File: src/rtl/ped_crossing_controller.sv
// Pedestrian crossing controller: grants WALK/flash DON'T-WALK inside a vehicle RED phase,
// latching button requests and aborting to DON'T-WALK as soon as RED ends.
module ped_crossing_controller #(
  parameter int unsigned WALK_CYCLES  = 3,
  parameter int unsigned FLASH_CYCLES = 2
) (
  input  logic       clk,
  input  logic       rst,
  input  logic [2:0] light,
  input  logic       ped_btn,
  output logic       walk,
  output logic       dont_walk,
  output logic       flash,
  output logic       req_pending,
  output logic [3:0] countdown,
  output logic       fault
);

  typedef enum logic [1:0] {StStop, StWalk, StFlash} state_e;

  localparam logic [2:0] LightRed = 3'b100;
  localparam logic [3:0] TotalCnt = 4'(WALK_CYCLES + FLASH_CYCLES);
  localparam logic [3:0] FlashCnt = 4'(FLASH_CYCLES);

  state_e     state_q, state_d;
  logic [3:0] cnt_q, cnt_d;
  logic [2:0] light_q;
  logic       btn_q;
  logic       req_q, req_d;
  logic       fault_q;

  logic light_valid, is_red, red_rise, btn_rise;

  always_comb begin
    light_valid = (light == 3'b100) || (light == 3'b010) || (light == 3'b001);
    is_red      = (light == LightRed);
    red_rise    = is_red && (light_q != LightRed);
    btn_rise    = ped_btn && !btn_q;
  end

  always_comb begin
    state_d = state_q;
    cnt_d   = cnt_q;
    req_d   = req_q | btn_rise;
    if (!light_valid) begin
      state_d = StStop;
      cnt_d   = 4'd0;
    end else begin
      unique case (state_q)
        StStop: begin
          cnt_d = 4'd0;
          // A press arriving on the same edge as RED entry is consumed by this crossing.
          if (red_rise && (req_q || btn_rise)) begin
            state_d = StWalk;
            cnt_d   = TotalCnt;
            req_d   = 1'b0;
          end
        end
        StWalk: begin
          if (!is_red) begin
            state_d = StStop;
            cnt_d   = 4'd0;
          end else begin
            cnt_d = cnt_q - 4'd1;
            if (cnt_q == FlashCnt + 4'd1) state_d = StFlash;
          end
        end
        StFlash: begin
          if (!is_red || (cnt_q == 4'd1)) begin
            state_d = StStop;
            cnt_d   = 4'd0;
          end else begin
            cnt_d = cnt_q - 4'd1;
          end
        end
        default: begin
          state_d = StStop;
          cnt_d   = 4'd0;
        end
      endcase
    end
  end

  always_ff @(posedge clk) begin
    if (rst) begin
      state_q <= StStop;
      cnt_q   <= 4'd0;
      light_q <= 3'b000;
      btn_q   <= 1'b0;
      req_q   <= 1'b0;
      fault_q <= 1'b0;
    end else begin
      state_q <= state_d;
      cnt_q   <= cnt_d;
      light_q <= light;
      btn_q   <= ped_btn;
      req_q   <= req_d;
      fault_q <= !light_valid;
    end
  end

  // In FLASH the lamp is lit when the counter has the parity of the first FLASH cycle.
  always_comb begin
    walk        = (state_q == StWalk);
    flash       = (state_q == StFlash);
    dont_walk   = 1'b0;
    if (state_q == StStop) dont_walk = 1'b1;
    else if (state_q == StFlash) dont_walk = (cnt_q[0] == FlashCnt[0]);
    req_pending = req_q;
    countdown   = cnt_q;
    fault       = fault_q;
  end

endmodule

File: config.mk
export PLATFORM = sky130hd
export DESIGN_NAME = ped_crossing_controller
export DESIGN_NICKNAME = d
export VERILOG_FILES = /design/src/rtl/ped_crossing_controller.sv
export SDC_FILE = /design/constraint.sdc
export NUM_CORES = 1
export LEC_CHECK = 0
export ABC_AREA = 1
export BUFFER_PORTS_ARGS = -buffer_cell sky130_fd_sc_hd__buf_4
export CORE_AREA = 2 2 39 41
export CTS_CLUSTER_SIZE = 12
export DETAILED_ROUTE_END_ITERATION = 10
export DIE_AREA = 0 0 41 43
export PLACE_DENSITY = 0.78
export SYNTH_ARGS = -nofsm -noshare
export SYNTH_HDL_FRONTEND = slang
export SYNTH_SLANG_ARGS = --single-unit
File: constraint.sdc
create_clock -name clk -period 1.3 [get_ports clk]
set_clock_uncertainty 0.15 [all_clocks]
set_input_delay 0.13 -clock clk [delete_from_list [all_inputs] [get_ports clk]]
set_output_delay 0.13 -clock clk [all_outputs]
set_load 0.005 [all_outputs]
==> flow_summary.yaml, run 1 <==
logic_synthesis:
  yosysSeqAreaShare_pct: 39.6
  netlist_instances: 84
  synth_top_area_share_pct: 39.6
  avgSynthCellArea_sq_um: 7.22
  synth_edf_count: 0
  syn_area_sq_um: 607
  synth_cell_types: 15
  synthArstFlopShare_pct: 0
  ys.flop_type: "dfxtp_1"
  yosys.area.top_type: "dfxtp_1"
  ys_warn_count: 0
  ys_ff_latch: 12
  ys_top_cells_by_count: "nand2_1, inv_1, dfxtp_1, nand3_1, nor2_1"
  synthTopCellsByArea: "dfxtp_1, nand2_1, inv_1, nand3_1, ha_1"
  synth.most_common_cell: "nand2_1"
  synthesis.nets: 93
sta:
  setup_viol_count_final: 0
  finalMaxSlewViolations: 0
  tightest_slew_ns: 0.173
  period_share_pct: 97.2
  rsz0062_at_grt: "yes"
  whs_ns: 0.0703
  hold_viol: 0
  timing.slew.headroom_pct: 88.4
  finalCriticalPeriod_ns: 1.26
  max_freq_mhz: 792
critical_path:
  worstSetupPathType: "reg2out"
  cp_slowest_cell: "dfxtp_2"
  worst_ep_required_time_ns: 1.02
  path_delay_family: "flip-flops"
  arrival_ns: 0.98
  rrSetupSlack_ns: 0.07
  critPathBufInv: 2
  cp_common_cell: "buf_4"
  end_kind: "output port"
  startpoint_type: "flop"
  crit_chain: "buf_4 -> a21oi_2 -> buf_4"
  cp_max_fo: 4
  critPathMaxStageDelay_ns: 0.34
finish:
  stdcell_area_sq_um: 868
  final_nets: 120
  finish.utilization_pct: 62.7
  n_antenna_cell: 0
  stdcell_count: 126
  area_delta_synth_final_pct: 43.1
  layout-drive-gt1-share_pct: 38.2
routing:
  dr.pass1.iters: 4
  first_iter_violations: 8
  detail-route-antenna-nets: 0
  routed_wl_um: 1210
  vias: 589
  vias_per_cell: 4.67
  drc: 0
  drt-wirelength-per-cell_um: 9.58
cts:
  clockBufferDepth: 2
  cts_buffers: 3
  h-tree-depth: 1
  cts.reportedPaths.clkPinSlew_ns: 0.07
  postCtsSetupBuffers: 0
  insertion_delay_ns: 0.27
  tritoncts: "built"
  clock-sinks: 12
  clockRootBuffer: "clkbuf_4"
place:
  placed_area_sq_um: 754
  dp.cells: 117
  dpl.hpwl_um: 902
  io_buffers: 14
  gp_congestion: 0.725
floorplanning:
  start_util_pct: 43.9
  core_sq_um: 1380
  ios: 15
  die_h_um: 43
  dieWidth_um: 41
  core.rowCount: 14
  dieArea_sq_um: 1760
job:
  cap_violations: 0
global_route:
  grt_pass1_wl_um: 1870
  antenna_found_initial: 0
  first_global_vias: 495
  grt_remaining_overflow: 0
  grtUsageTotal_pct: 15.6
  grt_max_degree: 8
pwr:
  p_leak_nw: 0.480
  ir_drop_uv: 633
  power_density_nw_per_um2: 880
worst_hold_path:
  min-delay-path-class: "in2reg"
run_status:
  status: "complete, no violations"
[cells in the final DEF (no fill, tap or decap), drive strengths merged, types with 2 or more instances in the layout]
cell type | netlist | routed
nand2 | 20 | 20
buf | 0 | 17
inv | 17 | 17
nor2 | 13 | 13
dfxtp | 12 | 12
nand3 | 11 | 11
dlygate4sd3 | 0 | 4
clkbuf | 0 | 4
a21oi | 3 | 3
ha | 3 | 3
nand4 | 2 | 2
[worst reg2reg max path: stages (launching register included)]
cell	delay, ns
dfxtp_2	0.36
inv_1	0.06
ha_1	0.21
nand2_1	0.08
nand2_2	0.06
nand3_1	0.08
nand2_1	0.05
nand2_1	0.05
nand2_1	0.04
[kinds of logic after synthesis]
group / share of synthesized area, %
AO/OA/AOI/OAI: 4.54
XOR/XNOR: 1.44
adder cells (fa/ha/maj): 6.19
buffers and inverters: 10.5
flip-flops: 39.6
AND/OR/NAND/NOR: 37.7
[through the flow]
stage / total power (W) / setup TNS (ns) / setup WS, ns
3_3_place_gp: 0.000462 / 0 / 0.0803
6_report: 0.000764 / 0 / 0.0370
5_1_grt: 0.000795 / -0.0163 / -0.0163
3_5_place_dp: 0.000463 / 0 / 0.0287
4_1_cts: 0.000763 / 0 / 0.000765
2_1_floorplan: 0.000431 / 0 / 0.0344
[report_power, final]
group	total, W	internal (W)	switching (W)	leakage (nW)
Combinational	0.0000862	0.0000444	0.0000418	0.358
Clock	0.000295	0.000170	0.000125	0.0210
Sequential	0.000382	0.000378	0.00000452	0.101
Total	0.000764	0.000593	0.000171	0.480
[path summary, 6_finish.rpt]
kind	start	cells past startpoint	end
worst min-delay path	light[2]	4	fault
worst max register to register	countdown[0]	8	countdown[2]
worst max-delay path	countdown[0]	3	dont_walk
worst min register to register	light_q[2]	2	req_pending
[flip-flops by register name, indices dropped and copies added (netlist names)]
signal and count:
countdown 4, light_q 3, state_q 2, btn_q 1
fault 1, req_pending 1
[area by class of cell]
class	count	area, sq um
Multi-Input combinational cell	55	317
Inverter	17	63.8
Clock buffer	4	36.3
Tap cell	16	20.0
Fill cell	121	515
Timing Repair Buffer	22	184
Sequential cell	12	248
[metal layers]
metal,track usage (%),routed length (um),vias to the layer above
met5,0,0,-
met4,6.00,12,0
met3,4.71,65,2
met2,26.9,627,14
met1,16.4,500,259
li1,-,-,314
[what timing repair did]
| item | CTS | global route |
|---|---|---|
| hold buffers | 5 | 0 |
| endpoints found under the hold margin | 5 | 0 |
| setup endpoints to repair | 1 | 9 |
| pin swaps | 0 | 4 |
| resized for setup | 1 | 12 |
(Power assumes the default switching activity.)
==> run 2, diff against run 1 <==
--- a/config.mk
+++ b/config.mk
@@ -11,6 +11,7 @@
 export CTS_CLUSTER_SIZE = 12
 export DETAILED_ROUTE_END_ITERATION = 10
 export DIE_AREA = 0 0 41 43
+export HOLD_SLACK_MARGIN = 0.08
 export PLACE_DENSITY = 0.78
 export SYNTH_ARGS = -nofsm -noshare
 export SYNTH_HDL_FRONTEND = slang
==> run 2 against run 1 <==
  * Register-to-register slack about the same
  * Via count is 1.0% lower
  * Final cell count stayed put
  * Power decreased by 0.50%
  * Final area is the same
  * Wire length fell by 3.3%
  * Critical path depth is the same
  * Combinational power decreased by 2%
  * Fmax grew 0.15%
  * Sequential share of layout area stayed put
  * Hold slack worse by 0.021 ns
  * Clock-buffer cell count is the same
==> flow_summary.yaml, run 2 (synthesis gave the netlist of run 1 again) <==
run_status:
  status: "complete, no violations"
finish:
  multi_input_area_sq_um: 317
  final_cell_mix: "buf_4, nand2_1, inv_1, nor2_1, nand3_1"
  largest_reg_flops: 4
  n_antenna_cell: 0
  finish.utilization_pct: 62.7
  fillers: 119
  final_common_cell: "buf_4"
  regArea_sq_um: 248
  area_delta_synth_final_pct: 43.1
  stdcell_count: 126
  final_nets: 120
  layout-drive-gt1-share_pct: 38.2
critical_path:
  rrSetupSlack_ns: 0.07
  worst_ep_required_time_ns: 1.02
  critPathBufInv: 2
  crit_chain: "buf_4 -> a21oi_2 -> buf_4"
  startpoint_type: "flop"
  arrival_ns: 0.98
  cp_slowest_cell: "dfxtp_2"
  worstSetupPathType: "reg2out"
  cp_max_fo: 4
  cp_common_cell: "buf_4"
  path_delay_family: "flip-flops"
  critPathMaxStageDelay_ns: 0.34
  end_kind: "output port"
routing:
  routed_wl_um: 1170
  drt-wirelength-per-cell_um: 9.26
  vias_per_cell: 4.63
  dr.pass1.iters: 4
  vias: 583
  first_iter_violations: 5
  drc: 0
  detail-route-antenna-nets: 0
job:
  cap_violations: 0
floorplanning:
  core_sq_um: 1380
  core.rowCount: 14
  die_h_um: 43
  start_util_pct: 43.9
  dieArea_sq_um: 1760
  ios: 15
  dieWidth_um: 41
cts:
  postCtsSetupBuffers: 0
  clockRootBuffer: "clkbuf_4"
  clockBufferDepth: 2
  insertion_delay_ns: 0.27
  cts.reportedPaths.clkPinSlew_ns: 0.07
  tritoncts: "built"
  clock-sinks: 12
  h-tree-depth: 1
  cts_buffers: 3
global_route:
  antenna_found_initial: 0
  first_global_vias: 497
  grt_pass1_wl_um: 1880
  grt_max_degree: 8
  grt_remaining_overflow: 0
  grtUsageTotal_pct: 15.8
place:
  dpl.hpwl_um: 902
  dp.cells: 117
  io_buffers: 14
  dp_slack_ns: 0.0287
  gp_congestion: 0.725
pwr:
  power_density_nw_per_um2: 875
  p_leak_nw: 0.481
  ir_drop_uv: 632
sta:
  setup_slack_ns: 0.0389
  period_share_pct: 97.0
  tightest_slew_ns: 0.173
  finalMaxSlewViolations: 0
  max_freq_mhz: 793
  rsz0062_at_grt: "yes"
  finalCriticalPeriod_ns: 1.26
  setup_viol_count_final: 0
  timing.slew.headroom_pct: 88.4
  hold_viol: 0
worst_hold_path:
  min-delay-path-class: "in2reg"
-- run 2: cell counts in the layout (fill, tap and decap cells not counted) --
No cell type changed its count.
-- run 2: worst register-to-register path, stage by stage, from the launching register on --
cell and delay, ns:
dfxtp_2 0.36, inv_1 0.06, ha_1 0.21, nand2_1 0.08
nand2_2 0.06, nand3_1 0.08, nand2_1 0.05, nand2_1 0.05
nand2_1 0.04
-- run 2: layer usage --
metal	vias to the layer above	share of wire, %	global-route usage, %
li1	313	-	-
met1	254	42	16.8
met5	-	0	0
met3	2	6.0	4.71
met4	0	1.0	6.00
met2	14	51	27.2
-- run 2: what timing repair did --
action                     4_1_cts  5_1_grt
setup endpoints to repair        1        9
pin swaps                        0        3
gates resized for setup          1       12
hold buffers                     6        0
hold endpoints to repair         8        0
-- run 2: per-stage QoR --
step                      hold slack (ns)  setup TNS (ns)  power, W  instance area, sq um
final                              0.0493               0  0.000760                   868
after global routing                0.102         -0.0163  0.000794                   868
after CTS                          0.0957               0  0.000765                   852
after detailed placement            0.188               0  0.000463                   754
after global placement              0.187               0  0.000462                   754
after floorplan                    0.0524               0  0.000431                   607
-- run 2: path summary, 6_finish.rpt --
check,start,to,depth (start not counted)
worst max-delay path,countdown[0],dont_walk,3
worst min-delay path,light[2],fault,4
worst max register to register,countdown[0],countdown[2],8
worst min register to register,light_q[2],req_pending,2
-- run 2: final cells by class --
cell class,instances,area share (%)
clock buffers,4,4.18
inverters,17,7.35
multi-input cells,55,36.5
flip-flops and latches,12,28.5
well taps,16,2.31
repair buffers,22,21.2
-- run 2: power by group --
part / total, W / leakage (nW) / switching, W / internal [W]
registers: 0.000382 / 0.101 / 0.00000450 / 0.000378
clock network: 0.000293 / 0.0210 / 0.000123 / 0.000170
logic: 0.0000846 / 0.360 / 0.0000409 / 0.0000437
total: 0.000760 / 0.481 / 0.000168 / 0.000592
